### config.mk
export PLATFORM = sky130hd
export DESIGN_NAME = mc_controller
export DESIGN_NICKNAME = d
export VERILOG_FILES = /design/src/rtl/mc_pkg.sv /design/src/rtl/mc_aludec.sv /design/src/rtl/mc_controller.sv
export SDC_FILE = /design/constraint.sdc
export NUM_CORES = 1
export LEC_CHECK = 0
export CORE_MARGIN = 4
export CORE_UTILIZATION = 40
export CTS_CLUSTER_DIAMETER = 40
export DETAILED_ROUTE_END_ITERATION = 10
export PLACE_DENSITY = 0.86
export SYNTH_ARGS = -nofsm -noshare
export SYNTH_HDL_FRONTEND = slang
export SYNTH_SLANG_ARGS = --single-unit
### constraint.sdc
create_clock -name clk -period 4.7 [get_ports clk]
set_clock_uncertainty 0.1 [all_clocks]
set_input_delay 0.705 -clock clk [delete_from_list [all_inputs] [get_ports clk]]
set_output_delay 0.705 -clock clk [all_outputs]
set_load 0.005 [all_outputs]
### src/rtl/mc_pkg.sv
// mc_pkg: shared definitions for the multicycle controller.
//   state_t         FSM state encoding (4 bits; the top zero-extends to STATE_W)
//   OP_*            instruction[31:26] opcodes recognised in DECODE
//   FN_*            instruction[5:0] R-type function codes
//   ALU_*           alucontrol encodings driven to the datapath ALU
//   ALUOP_*         2-bit operation class passed from the FSM to mc_aludec
package mc_pkg;

  typedef enum logic [3:0] {
    S_FETCH   = 4'd0,
    S_DECODE  = 4'd1,
    S_MEMADR  = 4'd2,
    S_MEMRD   = 4'd3,
    S_MEMWB   = 4'd4,
    S_MEMWR   = 4'd5,
    S_EXECUTE = 4'd6,
    S_ALUWB   = 4'd7,
    S_BRANCH  = 4'd8,
    S_ADDIEX  = 4'd9,
    S_ADDIWB  = 4'd10,
    S_JUMP    = 4'd11
  } state_t;

  localparam logic [5:0] OP_RTYPE = 6'b000000;
  localparam logic [5:0] OP_J     = 6'b000010;
  localparam logic [5:0] OP_BEQ   = 6'b000100;
  localparam logic [5:0] OP_BNE   = 6'b000101;
  localparam logic [5:0] OP_ADDI  = 6'b001000;
  localparam logic [5:0] OP_LW    = 6'b100011;
  localparam logic [5:0] OP_SW    = 6'b101011;

  localparam logic [5:0] FN_ADD = 6'b100000;
  localparam logic [5:0] FN_SUB = 6'b100010;
  localparam logic [5:0] FN_AND = 6'b100100;
  localparam logic [5:0] FN_OR  = 6'b100101;
  localparam logic [5:0] FN_SLT = 6'b101010;

  localparam logic [2:0] ALU_AND = 3'b000;
  localparam logic [2:0] ALU_OR  = 3'b001;
  localparam logic [2:0] ALU_ADD = 3'b010;
  localparam logic [2:0] ALU_SUB = 3'b110;
  localparam logic [2:0] ALU_SLT = 3'b111;

  localparam logic [1:0] ALUOP_ADD   = 2'b00;
  localparam logic [1:0] ALUOP_SUB   = 2'b01;
  localparam logic [1:0] ALUOP_FUNCT = 2'b10;

endpackage

### src/rtl/mc_aludec.sv
// mc_aludec: ALU operation decoder.
//   aluop      in  2  operation class from the FSM (add / subtract / by funct)
//   funct      in  6  instruction[5:0]
//   alucontrol out 3  ALU operation; unknown funct codes fall back to add
module mc_aludec
  import mc_pkg::*;
(
  input  logic [1:0] aluop,
  input  logic [5:0] funct,
  output logic [2:0] alucontrol
);

  always_comb begin
    alucontrol = ALU_ADD;
    case (aluop)
      ALUOP_SUB: alucontrol = ALU_SUB;
      ALUOP_FUNCT: begin
        case (funct)
          FN_ADD:  alucontrol = ALU_ADD;
          FN_SUB:  alucontrol = ALU_SUB;
          FN_AND:  alucontrol = ALU_AND;
          FN_OR:   alucontrol = ALU_OR;
          FN_SLT:  alucontrol = ALU_SLT;
          default: alucontrol = ALU_ADD;
        endcase
      end
      default: alucontrol = ALU_ADD;
    endcase
  end

endmodule

### src/rtl/mc_controller.sv
// mc_controller: Moore control FSM for a multicycle MIPS-style datapath.
//   clk, reset          rising-edge clock, asynchronous active-high reset
//   op, funct           instruction[31:26] and instruction[5:0]
//   zero                ALU zero flag (used in BRANCH)
//   mem_ready           memory completes this cycle (FETCH, MEMRD, MEMWR only)
//   pcen..regdst        1-bit datapath enables and selects
//   alusrcb, pcsrc      ALU B-operand select, next-PC select
//   alucontrol          ALU operation (from mc_aludec)
//   illegal_op          one-cycle pulse in DECODE for an undecodable opcode
//   state               current state, zero-extended to STATE_W for debug
// Build option: define MC_BNE_EN to execute op 000101 (bne) through BRANCH
// with the branch taken on !zero; otherwise that opcode is illegal.
module mc_controller
  import mc_pkg::*;
#(
  parameter int STATE_W = 4
) (
  input  logic               clk,
  input  logic               reset,
  input  logic [5:0]         op,
  input  logic [5:0]         funct,
  input  logic               zero,
  input  logic               mem_ready,
  output logic               pcen,
  output logic               memwrite,
  output logic               irwrite,
  output logic               regwrite,
  output logic               alusrca,
  output logic               iord,
  output logic               memtoreg,
  output logic               regdst,
  output logic [1:0]         alusrcb,
  output logic [1:0]         pcsrc,
  output logic [2:0]         alucontrol,
  output logic               illegal_op,
  output logic [STATE_W-1:0] state
);

  state_t     state_q, state_d;
  logic       op_illegal;
  logic       pc_write;
  logic       branch;
  logic       branch_taken;
  logic [1:0] aluop;

  always_ff @(posedge clk or posedge reset) begin
    if (reset) state_q <= S_FETCH;
    else       state_q <= state_d;
  end

  assign state = STATE_W'(state_q);

  always_comb begin
    state_d    = state_q;
    op_illegal = 1'b0;
    case (state_q)
      S_FETCH:  if (mem_ready) state_d = S_DECODE;
      S_DECODE: begin
        case (op)
          OP_LW, OP_SW: state_d = S_MEMADR;
          OP_RTYPE:     state_d = S_EXECUTE;
          OP_BEQ:       state_d = S_BRANCH;
`ifdef MC_BNE_EN
          OP_BNE:       state_d = S_BRANCH;
`endif
          OP_ADDI:      state_d = S_ADDIEX;
          OP_J:         state_d = S_JUMP;
          default: begin
            state_d    = S_FETCH;
            op_illegal = 1'b1;
          end
        endcase
      end
      S_MEMADR:  state_d = (op == OP_SW) ? S_MEMWR : S_MEMRD;
      S_MEMRD:   if (mem_ready) state_d = S_MEMWB;
      S_MEMWR:   if (mem_ready) state_d = S_FETCH;
      S_EXECUTE: state_d = S_ALUWB;
      S_ADDIEX:  state_d = S_ADDIWB;
      S_MEMWB, S_ALUWB, S_ADDIWB, S_BRANCH, S_JUMP: state_d = S_FETCH;
      default:   state_d = S_FETCH;
    endcase
  end

`ifdef MC_BNE_EN
  assign branch_taken = (op == OP_BNE) ? ~zero : zero;
`else
  assign branch_taken = zero;
`endif

  always_comb begin
    memwrite   = 1'b0;
    irwrite    = 1'b0;
    regwrite   = 1'b0;
    alusrca    = 1'b0;
    iord       = 1'b0;
    memtoreg   = 1'b0;
    regdst     = 1'b0;
    alusrcb    = 2'b00;
    pcsrc      = 2'b00;
    aluop      = ALUOP_ADD;
    illegal_op = 1'b0;
    pc_write   = 1'b0;
    branch     = 1'b0;
    case (state_q)
      S_FETCH: begin
        alusrcb  = 2'b01;
        irwrite  = mem_ready;
        pc_write = mem_ready;
      end
      S_DECODE: begin
        alusrcb    = 2'b11;
        illegal_op = op_illegal;
      end
      S_MEMADR, S_ADDIEX: begin
        alusrca = 1'b1;
        alusrcb = 2'b10;
      end
      S_MEMRD: iord = 1'b1;
      S_MEMWR: begin
        iord     = 1'b1;
        memwrite = 1'b1;
      end
      S_MEMWB: begin
        regwrite = 1'b1;
        memtoreg = 1'b1;
      end
      S_EXECUTE: begin
        alusrca = 1'b1;
        aluop   = ALUOP_FUNCT;
      end
      S_ALUWB: begin
        regwrite = 1'b1;
        regdst   = 1'b1;
      end
      S_ADDIWB: regwrite = 1'b1;
      S_BRANCH: begin
        aluop  = ALUOP_SUB;
        pcsrc  = 2'b01;
        branch = 1'b1;
      end
      S_JUMP: begin
        pcsrc    = 2'b10;
        pc_write = 1'b1;
      end
      default: ;
    endcase
    // Reset forces FETCH, but FETCH decodes irwrite/pc-write from mem_ready;
    // keep every write enable quiet for as long as reset is held.
    if (reset) begin
      irwrite    = 1'b0;
      memwrite   = 1'b0;
      regwrite   = 1'b0;
      illegal_op = 1'b0;
      pc_write   = 1'b0;
      branch     = 1'b0;
    end
    pcen = pc_write | (branch & branch_taken);
  end

  mc_aludec u_aludec (
    .aluop      (aluop),
    .funct      (funct),
    .alucontrol (alucontrol)
  );

endmodule

* Yosys cells after proc, flatten, opt, wreduce, memory -nomap -nowiden
Cells that the tools add are included.
Operators by class: $add $sub $neg 0, multiply operators 0, div/mod/pow operators 0, $lt $le $gt $ge 0, equality and inequality tests 25, shift operators 0, muxes and demuxes 28, bitwise logic cells 2, reductions and logical operators 9
Operator list (number):
- 6-bit == test (second input constant) | 6
- 4-bit one-hot mux with 7 select lines | 1
- 4-bit one-hot mux with 5 select lines | 1
- 4-bit by 3-bit == test with 1-bit output (second input constant) | 4
- 4-bit == test (second input constant) | 4
- 1-bit 2-to-1 mux | 16
- 4-bit 2-to-1 mux | 3
- 3-bit one-hot mux with 4 select lines | 1
- 4-bit by 2-bit == test with 1-bit output (second input constant) | 2
- 2-bit one-hot mux with 2 select lines | 2
- 6-bit by 2-bit == test with 1-bit output (second input constant) | 1
- 6-bit by 3-bit == test with 1-bit output (second input constant) | 1
- 6-bit by 4-bit == test with 1-bit output (second input constant) | 1
- 6-bit zero test | 1
- 2-bit inequality test (second input constant) | 3
- 2-bit one-hot mux with 3 select lines | 1
- 3-bit one-hot mux with 2 select lines | 1
- 2-bit OR reduction | 3
- 3-bit OR reduction | 2
- 6-bit OR reduction | 1
- 4-bit by 1-bit == test with 1-bit output (second input constant) | 1
- 4-bit zero test | 1
- 3-bit 2-to-1 mux | 1
- 3-bit AND reduction | 1
- 5 further kinds | 5
Word-level totals: flip-flop bits (word level) 4, bits in latches 0, memory bits (writable) 0, bits in read-only memories 0, input bits 16, memories kept 0

* Logic depth before layout (Yosys ltp)
Gate-level depths: netlist of the first run.
depth after elaboration 5, mapped depth 7

* Hierarchy
Synthesis of the first run repeated with hierarchy kept, for this count alone.
Second synthesis, totals: cell total of the unflattened synthesis 95, area total of the unflattened synthesis 664.4 um^2
Modules (own cells, without submodules):
- mc_controller | times used 1, cells each 80, area each 545.5 um^2
- mc_aludec | times used 1, cells each 15, area each 118.9 um^2

* Least setup slack after synthesis of the first run
No wires, ideal clock.
path kind flip-flop to output port, start register state_q[3], in the netlist state[3], end output port alucontrol[2], arrival 1432 ps, required time 3895 ps, setup slack 2463 ps, stages on the path, launching flop included 7, buffers on the path 1, path through dfrtp_1 buf_2 nor2b_1 nand2_1 ha_1 nand3b_1 o22ai_1
Between the ends: cells in the longest elaborated chain, start to end 4
RTL lines:
- start, declared | RTL line mc_controller.sv:39 | state_t state_q, state_d;
- start signal, assigned | RTL line mc_controller.sv:48 | else state_q <= state_d;
- 4-bit == test or 4-bit by 3-bit == test with 1-bit output (tied branches) | RTL line mc_controller.sv:104 | case (state_q)
- 2-bit one-hot mux with 2 select lines (*) | RTL line mc_controller.sv:104
- 2-bit == test or 2-bit by 1-bit == test with 1-bit output (tied branches) | RTL line mc_aludec.sv:15 | case (aluop)
- 3-bit one-hot mux with 2 select lines (*) | RTL line mc_aludec.sv:15
- end, declared | RTL line mc_controller.sv:34 | output logic [2:0] alucontrol,
Mark *: on every way between the ends. The rest lies on a longest branch, timed or not.

* Worst setup path in the final report of the first run
start register state_q[1], in the netlist state[1], end output port alucontrol[2]
Same word-level chain as after synthesis.

==> results.json, run 1 <==
{
  "synth_top_cell_by_area": "dfrtp_1",
  "grt_util_all_layers_pct": 19.62,
  "row_count": 14,
  "root_buffer": "clkbuf_4",
  "rsz0062_at_grt": "false",
  "synth-seq-cells": 4,
  "fin_area_sq_um": 1001,
  "setup_viol": 0,
  "grt_pass1_vias": 763,
  "netlist_area_sq_um": 636.9,
  "ios": 36,
  "firstDrtPassIters": 4,
  "clk_pin_slew_ns": 0.04,
  "synthFlopType": "dfrtp_1",
  "nNetsFinal": 143,
  "syn_to_final_growth_pct": 57.17,
  "period_needed_ns": 3.262,
  "hold_buffers": 0,
  "ant_nets": 0,
  "overflow": 0,
  "required_ns": 3.89,
  "fin_crit_sh_pct": 69.40,
  "holdWs_ns": 0.5656,
  "p_per_area_nw_per_um2": 376.1,
  "yosysSeqAreaShare_pct": 15.72,
  "synth_top_area_share_pct": 15.72,
  "synth_commonest_cells": "nand2_1 (11), nor2_1 (9), nor3_1 (6), inv_1 (5), nor2b_1 (5)",
  "drt-total-wl_mm": 1.979,
  "die_w_um": 47.90,
  "slew_headroom_pct": 61.71,
  "clock_sinks": 4,
  "drt_iter0_markers": 12,
  "n_antenna_cell": 0,
  "slew_violations": 0,
  "fin_setup_tns_ns": 0,
  "syn-num-nets": 107,
  "crit_fanout": 16,
  "dieArea_sq_um": 2294,
  "grt_pass1_wl_mm": 3.256,
  "drc": 0,
  "routed-via-count": 818,
  "post_drt_wl_per_cell_um": 14.24,
  "grt_max_degree": 18,
  "postCtsResizedCells": 0,
  "end_kind": "output port",
  "cts_max_path_buffers": 2,
  "synth.most_common_cell": "nand2_1",
  "synth_enable_flop_cells": 0,
  "max_freq_mhz": 306.6,
  "yosys_warnings": 0,
  "maxCapViolCount": 0,
  "status": "complete, no violations",
  "worstSetupStartpointType": "register",
  "hold_viol": 0,
  "cts_buffers": 3,
  "worstMarginPinSlew_ns": 0.5743,
  "synthTopCellsByArea": "dfrtp_1 (16%), nand2_1 (6.5%), nor2_1 (5.3%)",
  "clkLatencyLatePin_ns": 0.23,
  "hpwl_mm": 1.547,
  "p_leak_uw": 0.0003785,
  "drive_above_1_share_pct": 7.317,
  "holdCritPathClass": "register to register",
  "port_buffers": 35,
  "cts_tree": "done",
  "synthCells": 89,
  "largest_reg_flops": 4,
  "post_cts_buffers": 0,
  "synthArstFlopShare_pct": 100.0,
  "syn_area_per_cell_sq_um": 7.156,
  "power.total_uw": 376.4,
  "core_sq_um": 1506,
  "vias_per_cell": 5.885,
  "crit_arrival_ns": 2.46,
  "ir_worst_vdd_v": 0.0002486,
  "die_height_um": 47.90,
  "crit_type": "register to output port",
  "initial_utilization_pct": 42.28,
  "antenna_found_initial": 0,
  "htreeDepth": 1,
  "place_area_sq_um": 978.4,
  "fin_util_pct": 66.45,
  "ys_types": 34,
  "place_congestion": 0.8886
}
critical path, stage by stage, from the launching register on:
cell             delay [ns]
dfrtp_1                0.69
and2b_2                0.31
nand2_1                0.09
inv_1                  0.06
ha_1                   0.24
nand3b_1               0.19
o22ai_1                0.13
clkdlybuf4s50_1        0.52
report_power, final:
group | internal (uW) | switching (uW)
registers | 45.7 | 51.9
clock network | 28.5 | 13.2
logic | 149 | 88.5
final cells by class:
| cell class | instances | area, sq um |
|---|---|---|
| fillers | 139 | 505.5 |
| multi-input cells | 76 | 489.2 |
| repair buffers | 35 | 350.3 |
| flip-flops and latches | 4 | 100.1 |
| clock buffers | 3 | 22.52 |
| well taps | 16 | 20.02 |
| inverters | 5 | 18.77 |
worst paths after layout:
check / from / endpoint / slack, ns / cells after the start
min reg2reg: state[3]$_DFFE_PP0P_ / state[2]$_DFFE_PP0P_ / 0.57 / 1
min in group asynchronous: reset / state[1]$_DFFE_PP0P_ / 0.67 / 2
max reg2reg: state[1]$_DFFE_PP0P_ / state[0]$_DFFE_PP0P_ / 3.13 / 3
max: state[1]$_DFFE_PP0P_ / alucontrol[2] / 1.44 / 7
max in group asynchronous: reset / state[0]$_DFFE_PP0P_ / 3.65 / 2
min: state[3]$_DFFE_PP0P_ / state[2]$_DFFE_PP0P_ / 0.57 / 1
kinds of logic (layout without fill, tap and decap cells):
kind of cell    Yosys count  in the layout  share of synthesized area (%)
compound gates           19             19                          20.83
xor+xnor                  3              3                          4.126
fa+ha+maj                 2              2                          3.929
buf+inv                   9             43                          7.466
flops                     4              4                          15.72
simple gates             52             52                          47.94
layer usage:
| metal | global-route usage [%] | share of wire (%) |
|---|---|---|
| met1 | 22.27 | 42 |
| met2 | 35.88 | 51 |
| met3 | 2.632 | 6.8 |
| met4 | 8.602 | 0.66 |
| met5 | 0 | 0 |
through the flow:
| step | cells | worst slack (ns) |
|---|---|---|
| finish | 139 | 1.438 |
| global route | 139 | 1.277 |
| CTS | 139 | 1.444 |
| detailed placement | 136 | 1.531 |
| global placement | 136 | 1.588 |
| floorplan | 89 | 2.463 |
cells in the final DEF (no fill, tap or decap), types with 4 or more instances in the layout:
cell              n
nor2b_1           5
nand2_1          11
nor3_1            6
inv_1             5
clkdlybuf4s50_1  35
nor2_1            9
dfrtp_1           4
o211ai_1          4
o21ai_0           4
Power figures use the tool's default switching activity.
==> inputs of run 2 (changes only) <==
- CORE_UTILIZATION: 40 -> 37
- PLACE_DENSITY: 0.86 -> 0.81
- clock period: 4.7 -> 3.1 ns (I/O delays scaled with it)
==> run 2 against run 1 <==
Net effect:
- sequential share of layout area fell by 0.22 points
- clock-buffer cell count did not move
- critical path depth fell by 1
- combinational power rose by 81%
- largest power group unchanged
==> results.json, run 2 (synthesis results as in run 1) <==
{
  "routed-via-count": 825,
  "setup_viol": 0,
  "drt-total-wl_mm": 1.949,
  "slew_headroom_pct": 77.86,
  "ir_worst_vdd_v": 0.0004229,
  "htreeDepth": 1,
  "crit_fanout": 11,
  "sequentialPowerShare_pct": 17.6,
  "cts_max_path_buffers": 2,
  "status": "complete, no violations",
  "drc": 0,
  "rrSetupSlack_ns": 1.39,
  "row_count": 14,
  "syn_to_final_growth_pct": 60.71,
  "maxCapViolCount": 0,
  "largest_reg_flops": 4,
  "hold_viol": 0,
  "firstDrtPassIters": 4,
  "required_ns": 2.53,
  "period_needed_ns": 2.880,
  "switching_share_pct": 39.77,
  "cts_tree": "done",
  "cpPeakStageDelay_ns": 0.52,
  "slew_violations": 0,
  "worstSetupStartpointType": "register",
  "crit_type": "register to output port",
  "dpl.cell_count": 139,
  "p_leak_uw": 0.0003941,
  "grt_pass1_wl_mm": 3.215,
  "holdCritPathClass": "primary input to async pin",
  "hold_buffers": 0,
  "timing.rr.start": "state[1]$_DFFE_PP0P_",
  "critPathLaunch": "state[3]$_DFFE_PP0P_",
  "crit_arrival_ns": 2.31,
  "ant_nets": 0,
  "fin_crit_sh_pct": 92.89,
  "cts_buffers": 3,
  "grt_pass1_vias": 809,
  "wl_met2_um": 946,
  "max_freq_mhz": 347.3,
  "root_buffer": "clkbuf_4",
  "antenna_found_initial": 0,
  "postCtsResizedCells": 0,
  "place_congestion": 0.7902,
  "n_antenna_cell": 0,
  "route.met3.wl_um": 132,
  "path_cells": "nor2b_1 -> nand2_1 -> ha_1 -> nand3b_1 -> o22ai_1 -> clkdlybuf4s50_1",
  "clkLatencyLatePin_ns": 0.23,
  "die_w_um": 49.49,
  "post_cts_buffers": 0,
  "initial_utilization_pct": 40.85,
  "highest_layer": "met4",
  "layout.cells.most_common": "clkdlybuf4s50_1",
  "power_frac_comb_pct": 71.9,
  "core_sq_um": 1559,
  "switchingPower_uw": 237.3,
  "clkPwrFrac_pct": 10.5,
  "overflow": 0,
  "rsz0062_at_grt": "false",
  "end_kind": "output port",
  "slowest_stage": "dfrtp_1",
  "vias_per_cell": 5.810,
  "hpwl_mm": 1.599,
  "nNetsFinal": 146,
  "drt_iter0_markers": 12,
  "grt_max_degree": 16,
  "crit_buf_inv": 1,
  "dieArea_sq_um": 2449,
  "drive_above_1_share_pct": 9.524,
  "clock_sinks": 4,
  "clk_pin_slew_ns": 0.04,
  "port_buffers": 35,
  "met1_length_um": 825,
  "p_per_area_nw_per_um2": 583.0,
  "cp_top_family": "simple AND/OR/NAND/NOR gates",
  "post_drt_wl_per_cell_um": 13.73,
  "final_cell_count_no_fill": 142,
  "fin_setup_tns_ns": 0,
  "mostFrequentLayoutCells": "clkdlybuf4s50_1 (35), nand2_1 (11), nor2_1 (9)",
  "ios": 36,
  "grt_util_all_layers_pct": 16.61,
  "p_int_uw": 359.4,
  "die_height_um": 49.49,
  "worstMarginPinSlew_ns": 0.3322
}
[run 2: cell types whose count changed in the layout (fill, tap and decap cells not counted)]
cell | before | now
buf_4 | 0 | 3
[run 2: power groups by stage]
stage / Combinational, uW / Clock [uW] / Sequential [uW]
after floorplan: 231 / 0 / 95.9
after global placement: 424 / 0 / 105
after detailed placement: 429 / 0 / 106
after CTS: 433 / 64.6 / 105
after global routing: 469 / 72.9 / 110
final: 429 / 62.8 / 105
[run 2: metrics by stage]
step	setup WS (ns)	util (%)	total power [uW]	hold WS (ns)	area, sq um
after floorplan	1.103	-	326.5	0.1448	636.9
after global placement	0.4562	64.21	528.4	0.5613	1001
after detailed placement	0.4244	64.21	534.6	0.5541	1001
after CTS	0.2069	65.65	603.3	0.4656	1023
after global routing	0.05355	65.65	651.1	0.4835	1023
final	0.2204	65.65	596.7	0.4665	1023
[run 2: per-layer routing]
| metal | vias up | global-route usage, % |
|---|---|---|
| met2 | 35 | 30.80 |
| met1 | 383 | 17.28 |
| li1 | 401 | - |
| met3 | 6 | 2.711 |
| met4 | 0 | 10.14 |
| met5 | - | 0 |
[run 2: worst paths after layout]
kind | to | cells after the start
worst max-delay path | alucontrol[2] | 6
worst min-delay path | state[0]$_DFFE_PP0P_ | 2
worst max register to register | state[0]$_DFFE_PP0P_ | 4
worst min register to register | state[2]$_DFFE_PP0P_ | 1
max in group asynchronous | state[2]$_DFFE_PP0P_ | 2
min in group clk | state[2]$_DFFE_PP0P_ | 1
[run 2: worst reg2reg max path, cell delays in order (launching register included)]
cell and delay (ns):
dfrtp_1 0.49, buf_4 0.23, nor4b_2 0.36, nand3_1 0.13, a311oi_1 0.30
[run 2: final cells by class]
type                    instances  area (sq um)
flip-flops and latches          4         100.1
fillers                       148         535.5
clock buffers                   3         22.52
inverters                       5         18.77
multi-input cells              76         489.2
repair buffers                 38         372.9
well taps                      16         20.02
